## src/rtl/i2c_reg_sequencer.sv

```systemverilog
// Register-access sequencer: turns one read/write request into the I2C/SCCB byte-command
// sequence for the downstream controller. Optional read support under I2C_SEQ_READ_EN.
module i2c_reg_sequencer #(
    parameter int unsigned GAP_CYCLES = 2,
    parameter int unsigned TIMEOUT    = 255
) (
    input  logic       sys_clk,
    input  logic       rst,
    input  logic       req_valid,
    output logic       req_ready,
    input  logic       req_rw,
    input  logic [6:0] req_dev,
    input  logic [7:0] req_reg,
    input  logic [7:0] req_wdat,
    output logic       ctl_flag,
    output logic [3:0] ctl_cmd,
    output logic [7:0] ctl_dat,
    input  logic       ctl_busy,
    input  logic [7:0] ctl_out_dat,
    input  logic       ctl_out_flag,
    output logic [7:0] rd_data,
    output logic       done,
    output logic       err,
    output logic       seq_busy
);

    localparam int unsigned STEP_W = 4;
    localparam int unsigned TO_W   = (TIMEOUT < 256) ? 8 : $clog2(TIMEOUT + 1);
    localparam int unsigned GAP_W  = (GAP_CYCLES < 2) ? 1 : $clog2(GAP_CYCLES);

    localparam logic [3:0] CMD_START     = 4'd1;
    localparam logic [3:0] CMD_WRITE     = 4'd2;
    localparam logic [3:0] CMD_READ      = 4'd3;
    localparam logic [3:0] CMD_RECV_ACK  = 4'd4;
    localparam logic [3:0] CMD_STOP      = 4'd6;
    localparam logic [3:0] CMD_SEND_NACK = 4'd7;

    typedef enum logic [2:0] {
        S_IDLE, S_LOAD, S_FLAG, S_WAIT, S_GAP, S_DONE, S_REJ
    } state_t;

    state_t              state, state_nxt;
    logic [STEP_W-1:0]   step, step_nxt;
    logic [TO_W-1:0]     tcnt, tcnt_nxt;
    logic [GAP_W-1:0]    gcnt, gcnt_nxt;
    logic                err_nxt;
    logic                rq_rw, rq_rw_nxt;
    logic [6:0]          rq_dev, rq_dev_nxt;
    logic [7:0]          rq_reg, rq_reg_nxt;
    logic [7:0]          rq_wdat, rq_wdat_nxt;
    logic                rd_sel, rd_sel_nxt;
    logic [STEP_W-1:0]   last_step;
    logic [11:0]         cmd_dat_nxt;

    // {cmd, dat} for one step of the write list (rd=0) or the two-phase SCCB read list (rd=1)
    function automatic logic [11:0] step_entry(input logic rd, input logic [STEP_W-1:0] idx,
                                               input logic [6:0] dev, input logic [7:0] rg,
                                               input logic [7:0] wd);
        logic [11:0] e;
        e = {CMD_STOP, 8'h00};
        unique case (idx)
            4'd0:    e = {CMD_START, 8'h00};
            4'd1:    e = {CMD_WRITE, dev, 1'b0};
            4'd2:    e = {CMD_RECV_ACK, 8'h00};
            4'd3:    e = {CMD_WRITE, rg};
            4'd4:    e = {CMD_RECV_ACK, 8'h00};
            4'd5:    e = rd ? {CMD_STOP, 8'h00} : {CMD_WRITE, wd};
            4'd6:    e = rd ? {CMD_START, 8'h00} : {CMD_RECV_ACK, 8'h00};
            4'd7:    e = rd ? {CMD_WRITE, dev, 1'b1} : {CMD_STOP, 8'h00};
            4'd8:    e = {CMD_RECV_ACK, 8'h00};
            4'd9:    e = {CMD_READ, 8'h00};
            4'd10:   e = {CMD_SEND_NACK, 8'h00};
            default: e = {CMD_STOP, 8'h00};
        endcase
        return e;
    endfunction

`ifdef I2C_SEQ_READ_EN
    assign rd_sel     = rq_rw;
    assign rd_sel_nxt = rq_rw_nxt;
`else
    assign rd_sel     = 1'b0;
    assign rd_sel_nxt = 1'b0;
`endif
    assign last_step = rd_sel ? STEP_W'(11) : STEP_W'(7);

    // Next-state, counters and request capture
    always_comb begin
        state_nxt   = state;
        step_nxt    = step;
        tcnt_nxt    = tcnt;
        gcnt_nxt    = gcnt;
        err_nxt     = 1'b0;
        rq_rw_nxt   = rq_rw;
        rq_dev_nxt  = rq_dev;
        rq_reg_nxt  = rq_reg;
        rq_wdat_nxt = rq_wdat;
        unique case (state)
            S_IDLE: begin
                if (req_valid) begin
                    rq_rw_nxt   = req_rw;
                    rq_dev_nxt  = req_dev;
                    rq_reg_nxt  = req_reg;
                    rq_wdat_nxt = req_wdat;
                    step_nxt    = '0;
`ifdef I2C_SEQ_READ_EN
                    state_nxt   = S_LOAD;
`else
                    state_nxt   = req_rw ? S_REJ : S_LOAD;
`endif
                end
            end
            S_REJ: begin
                state_nxt = S_DONE;
                err_nxt   = 1'b1;
            end
            S_LOAD: begin
                state_nxt = S_FLAG;
                tcnt_nxt  = '0;
            end
            S_FLAG: state_nxt = S_WAIT;
            S_WAIT: begin
                if (!ctl_busy) begin
                    state_nxt = S_GAP;
                    gcnt_nxt  = '0;
                end else if (tcnt == TO_W'(TIMEOUT - 1)) begin
                    state_nxt = S_DONE;
                    err_nxt   = 1'b1;
                end else begin
                    tcnt_nxt = tcnt + TO_W'(1);
                end
            end
            S_GAP: begin
                if (gcnt == GAP_W'(GAP_CYCLES - 1)) begin
                    if (step == last_step) begin
                        state_nxt = S_DONE;
                    end else begin
                        step_nxt  = step + STEP_W'(1);
                        state_nxt = S_LOAD;
                    end
                end else begin
                    gcnt_nxt = gcnt + GAP_W'(1);
                end
            end
            S_DONE:  state_nxt = S_IDLE;
            default: state_nxt = S_IDLE;
        endcase
    end

    // cmd/dat are presented from LOAD through the end of WAIT and are zero elsewhere
    always_comb begin
        cmd_dat_nxt = '0;
        if (state_nxt == S_LOAD || state_nxt == S_FLAG || state_nxt == S_WAIT)
            cmd_dat_nxt = step_entry(rd_sel_nxt, step_nxt, rq_dev_nxt, rq_reg_nxt, rq_wdat_nxt);
    end

    always_ff @(posedge sys_clk) begin
        if (!rst) begin
            state     <= S_IDLE;
            step      <= '0;
            tcnt      <= '0;
            gcnt      <= '0;
            rq_rw     <= 1'b0;
            rq_dev    <= '0;
            rq_reg    <= '0;
            rq_wdat   <= '0;
            ctl_flag  <= 1'b0;
            ctl_cmd   <= '0;
            ctl_dat   <= '0;
            done      <= 1'b0;
            err       <= 1'b0;
            seq_busy  <= 1'b0;
            req_ready <= 1'b1;
        end else begin
            state     <= state_nxt;
            step      <= step_nxt;
            tcnt      <= tcnt_nxt;
            gcnt      <= gcnt_nxt;
            rq_rw     <= rq_rw_nxt;
            rq_dev    <= rq_dev_nxt;
            rq_reg    <= rq_reg_nxt;
            rq_wdat   <= rq_wdat_nxt;
            ctl_flag  <= (state_nxt == S_FLAG);
            ctl_cmd   <= cmd_dat_nxt[11:8];
            ctl_dat   <= cmd_dat_nxt[7:0];
            done      <= (state_nxt == S_DONE);
            err       <= err_nxt;
            seq_busy  <= (state_nxt != S_IDLE) && (state_nxt != S_DONE);
            req_ready <= (state_nxt == S_IDLE);
        end
    end

`ifdef I2C_SEQ_READ_EN
    logic out_flag_q;

    // Read byte is taken only on a fresh controller completion during the READ step
    always_ff @(posedge sys_clk) begin
        if (!rst) begin
            out_flag_q <= 1'b0;
            rd_data    <= '0;
        end else begin
            out_flag_q <= ctl_out_flag;
            if (ctl_out_flag && !out_flag_q && ctl_cmd == CMD_READ)
                rd_data <= ctl_out_dat;
        end
    end
`else
    logic unused_rd;
    assign unused_rd = ^{ctl_out_dat, ctl_out_flag};
    assign rd_data   = '0;
`endif

endmodule

```

## config.mk

```make
export PLATFORM = sky130hd
export DESIGN_NAME = i2c_reg_sequencer
export DESIGN_NICKNAME = d
export VERILOG_FILES = /design/src/rtl/i2c_reg_sequencer.sv
export SDC_FILE = /design/constraint.sdc
export NUM_CORES = 1
export LEC_CHECK = 0
export ABC_AREA = 1
export BUFFER_PORTS_ARGS = -buffer_cell sky130_fd_sc_hd__buf_2
export CORE_ASPECT_RATIO = 0.5
export CORE_MARGIN = 5
export CORE_UTILIZATION = 48
export DETAILED_ROUTE_END_ITERATION = 8
export PLACE_DENSITY = 0.73
export SETUP_SLACK_MARGIN = 0.4
export SKIP_LAST_GASP = 1
export SYNTH_ARGS = -nofsm -noshare
export SYNTH_HDL_FRONTEND = slang
export SYNTH_SLANG_ARGS = --single-unit
```

## constraint.sdc

```tcl
create_clock -name sys_clk -period 1.5 [get_ports sys_clk]
set_input_delay 0 -clock sys_clk [delete_from_list [all_inputs] [get_ports sys_clk]]
set_output_delay 0 -clock sys_clk [all_outputs]
set_load 0.05 [all_outputs]
```

## Word level (Yosys, flattened, before mapping)

Cells that the tools add are included.

| cells by class | value |
|---|---|
| multiplexer cells | 27 |
| reduce and logical (&&, ||, !) cells | 13 |
| add/sub/neg operators | 3 |
| eq/ne operators | 24 |

Operators with widths:

| cell | count |
|---|---|
| $pmux W11 S7 | 1 |
| $mux W8 | 6 |
| $mux W3 | 6 |
| $pmux W3 S6 | 1 |
| $eq A4 B3 Y1 const B | 4 |
| $pmux W8 S2 | 1 |
| $mux W7 | 2 |
| $eq A3 B2 Y1 const B | 4 |
| $eq A4 B4 Y1 const B | 3 |
| $mux W4 | 3 |
| $eq A3 B3 Y1 const B | 3 |
| $add A8 B1 Y8 const B | 1 |
| $eq A4 B2 Y1 const B | 2 |
| $eq A8 B8 Y1 const B | 1 |
| $pmux W4 S2 | 1 |
| $eq A3 B1 Y1 const B | 2 |
| $logic_not A3 Y1 | 2 |
| $ne A2 B2 Y1 const B | 3 |
| $add A4 B1 Y4 const B | 1 |
| $eq A4 B1 Y1 const B | 1 |
| $logic_not A4 Y1 | 1 |
| $mux W1 | 4 |
| $pmux W1 S2 | 2 |
| $reduce_and A2 Y1 | 2 |
| other kinds (8) | 10 |

| storage, ports and cells | value |
|---|---|
| input port bits | 37 |
| output and inout port bits | 25 |
| flip-flop bits (word level) | 56 |
| logic and storage cells | 81 |

## Longest topological paths before layout

| logic depth | value |
|---|---|
| depth in word-level cells | 8 |
| gate-level depth with buffers | 14 |
| gate-level depth less buffers | 14 |

## Worst setup path after synthesis

OpenSTA, ideal clock, no wires.

| path | value |
|---|---|
| path kind | register to register |
| start point | register step[0] |
| end point | register ctl_dat[3] |
| path slack | -0.087 ns |
| library setup time | 0.056 ns |
| period minus slack after synthesis | 1.587 ns |
| data required time | 1.444 ns |
| path buffers | 0 |
| cell stages (with the launch flop) | 13 |
| arrival | 1.532 ns |
| cells stage by stage | dfxtp_1 > ha_1 > nand2_1 > nand2_1 > nand2_1 > nand3_1 > nand2_1 > nor2_2 > nand3_2 > or2_1 > nand3_1 > nand2_1 > inv_1 |

| on the way | value |
|---|---|
| longest elaborated chain between the ends | 8 |
| elaborated cells on any way between the ends | 27 |
| classes of those cells | add/sub (1); eq/ne (13); mux (8); reduce/logical (5) |

Ends and longest elaborated chain:

| what | RTL line | source |
|---|---|---|
| from (decl) | 43 | `logic [STEP_W-1:0] step, step_nxt;` |
| from (signal assigned) | 176 | `step <= step_nxt;` |
| parallel branches: the longest is 8 deep, another holds $add A4 B1 Y4 | - |  |
| to (signal assigned) | 185 | `ctl_dat <= cmd_dat_nxt[7:0];` |
| to (decl) | 17 | `output logic [7:0] ctl_dat,` |

Parallel ways; which one is timed is not known.
A chain may end at the register's enable or synchronous reset.

## Worst setup path after layout

| path | value |
|---|---|
| start point | register step[3] |
| end point | register ctl_dat[7] |

The elaborated chain is that of the path after synthesis.

==> summary.md <==
• **clock sink count** 55
• **Area Growth Syn to Fin** 80.7%
• **number of DRC markers in iteration 0** 323
• **top cell type by total area after synthesis** sky130_fd_sc_hd__dfxtp_1
• **average cell area after synthesis** 7.54 µm²
• **post-synth top area share** 42.1%
• **YS warnings** 0
• **worst clock skew** 20.1 ps
• **placed cell count** 494
• **setup repair after global routing missed its margin** yes
• **residual DRC count** 0
• **final standard cell utilization of the core** 88.0%
• **met2 routed WL** 5840 µm
• **number of slew-limit violations in the final report** 0
• **row count** 19
• **H-tree levels** 2
• **clock transition at the registers of the reported paths** 120 ps
• **share of layout cells above drive strength 1** 56.0%
• **Die Wd** 114 µm
• **Post-Syn Instances** 347
• **fmax** 487 MHz
• **DRT Pass-1 Iters** 5
• **Critical Path End Type** register
• **post-route fraction of the period consumed by the critical path** 137%
• **Bufs on Longest Clock Path** 2
• **post-DP HPWL** 4770 µm
• **type of the most critical hold path** in -> reg
• **violations in the final reports** setup timing
• **most common cell in the netlist** sky130_fd_sc_hd__nand2_1
• **crit path setup slack, layout** -553 ps
• **clock tree from TritonCTS** yes
• **routed wire length** 12300 µm
• **wire length on met1** 4070 µm
• **time the worst path needs with I/O delays and setup** 2050 ps
• **number of library cell types mapped by synthesis** 36
• **detail-routed via count per cell** 5.80
• **max cap viols** 0
• **Finished Cell Area** 4730 µm²
• **reported leakage power** 0.00219 µW
• **area of the core** 5370 µm²
• **area taken by flip-flops and latches** 1130 µm²
• **root buf cell** sky130_fd_sc_hd__clkbuf_8
• **post-layout instance count excluding filler cells** 566
• **count of flip-flops with a built-in enable after synthesis** 0
• **number of primary I/O pins** 62
• **met3 wire length** 1150 µm
• **Power Dens Cells** 1110 nW/µm²
• **vias in the first global route** 2904
• **Hold Fails Final Rpt** 0
• **number of fill cells** 206
• **total routing usage reported by global routing** 23.1%
• **outcome** finished with violations
• **flop and latch count out of synthesis** 55
• **clock latency of the later-clocked register in the worst-skew pair** 340 ps
• **Multi-input gate area** 2020 µm²
• **TritonCTS buffer count** 5
• **via count of the routed design** 3281
• **sequential fraction of the synthesis area** 42.1%
• **highest routed layer** met4
• **placed standard-cell area** 3250 µm²
• **Most used DFF post-synth** sky130_fd_sc_hd__dfxtp_1
• **fin nets** 532
• **Avg WL per Cell** 21.8 µm
• **share of async-settable or async-resettable flops after synthesis** 0%
• **CP Class** reg -> reg
• **required time of the critical path** 1780 ps
• **global-route wire length before repair** 13300 µm
• **total grt overflow** 0
• **Initial Util** 48.7%
• **most frequent cells after synthesis** sky130_fd_sc_hd__nand2_1 (58), sky130_fd_sc_hd__dfxtp_1 (55), sky130_fd_sc_hd__nor2_1 (53)
• **routability congestion estimate from global placement** 0.788
• **highest net fanout along the worst path** 7
• **post-synth design cell area** 2620 µm²
• **peak supply drop** 0.000747 V
• **top post-synthesis cells by area** sky130_fd_sc_hd__dfxtp_1 (42%), sky130_fd_sc_hd__nand2_1 (8.3%), sky130_fd_sc_hd__nor2_1 (7.6%)
• **number of setup violations in the final report** 29
• **data arrival time of the critical path** 2330 ps
• **number of I/O port buffers** 43
• **Die H** 62.2 µm
• **startpoint class of the critical path** register
• **post-route antenna net violation count** 0
• **antenna violations before repair** 0
• **maximum number of pins on one net before global-route repair** 35
• **ant diodes** 0
• **placement-stage worst setup slack** -251 ps
• **die outline area** 7120 µm²
[logic make-up after synthesis]
group           share of synthesized area (%)
compound gates                           5.88
xor+xnor                                 1.00
flops                                    42.1
fa+ha+maj                                1.43
mux                                      6.12
other cells                             0.143
simple gates                             33.0
buf+inv                                  10.4
[area by class of cell]
class / count / share of cell area [%]
clock buffer: 7 / 2.06
clock inverter: 1 / 0.185
inverter: 48 / 4.08
multi-input combinational: 238 / 42.7
sequential: 55 / 23.9
tap: 73 / 1.93
timing repair buffer: 144 / 25.1
[metal layers]
metal | up-vias | track usage (%)
met4 | 0 | 10.7
met3 | 122 | 6.60
met5 | - | 0
met1 | 1514 | 24.1
li1 | 1364 | -
met2 | 281 | 42.4
[critical path: stages, from the launching register on]
cell and delay, ps:
sky130_fd_sc_hd__dfxtp_1 440, sky130_fd_sc_hd__inv_1 150, sky130_fd_sc_hd__nand2_1 120, sky130_fd_sc_hd__nand2_1 70, sky130_fd_sc_hd__nand3_2 130, sky130_fd_sc_hd__nand2_4 70
sky130_fd_sc_hd__nor2_4 170, sky130_fd_sc_hd__inv_2 70, sky130_fd_sc_hd__nor3_4 330, sky130_fd_sc_hd__nand2_1 130, sky130_fd_sc_hd__nand3_1 120, sky130_fd_sc_hd__nand2_1 100
sky130_fd_sc_hd__inv_1 90
[through the flow]
| step | total power (µW) | setup TNS (ps) | hold slack (ps) |
|---|---|---|---|
| 2_1_floorplan | 2650 | -180 | 116 |
| 3_3_place_gp | 2990 | -2040 | 252 |
| 3_5_place_dp | 3040 | -2650 | 260 |
| 4_1_cts | 4450 | -2030 | 9.37 |
| 5_1_grt | 5400 | -10960 | 61.3 |
| 6_report | 5240 | -7830 | 44.2 |
[placed cells by master, fill, tap and decap left out, drive strengths merged]
cell / netlist / routed
a21oi: 8 / 8
a31oi: 1 / 1
buf: 11 / 118
clkbuf: 3 / 9
clkinv: 2 / 2
conb: 1 / 9
dfxtp: 55 / 55
dlygate4sd3: 0 / 24
ha: 3 / 3
inv: 46 / 47
mux2i: 16 / 16
nand2: 65 / 65
nand3: 23 / 23
nand4: 2 / 2
nor2: 59 / 59
nor3: 8 / 8
nor3b: 1 / 1
nor4: 1 / 1
o211a: 1 / 1
o21ai: 16 / 16
o22ai: 1 / 1
or2: 21 / 21
xnor2: 2 / 2
xor2: 1 / 1
[what timing repair did]
item,CTS,global route
hold endpoints to repair,25,0
pin swaps,33,44
cloned,0,2
resized for setup,91,102
hold buffers,24,0
endpoints found under the setup margin,54,55
buffers inserted,18,20
[path summary, 6_finish.rpt]
check / start / end / slack (ps) / cells after the start
worst max register to register: step[3] / ctl_dat[7] / -550 / 12
worst min register to register: tcnt[4] / tcnt[4] / 480 / 2
worst max-delay path: step[3] / ctl_dat[7] / -550 / 12
worst min-delay path: ctl_busy / err / 40 / 3
[where the power goes]
group | total, µW | leakage, µW | internal, µW | switching (µW)
clock | 991 | 0.0000540 | 439 | 552
combinational | 2480 | 0.00168 | 1140 | 1340
sequential | 1770 | 0.000456 | 1630 | 139
total | 5240 | 0.00219 | 3220 | 2030
Power figures use the tool's default switching activity.
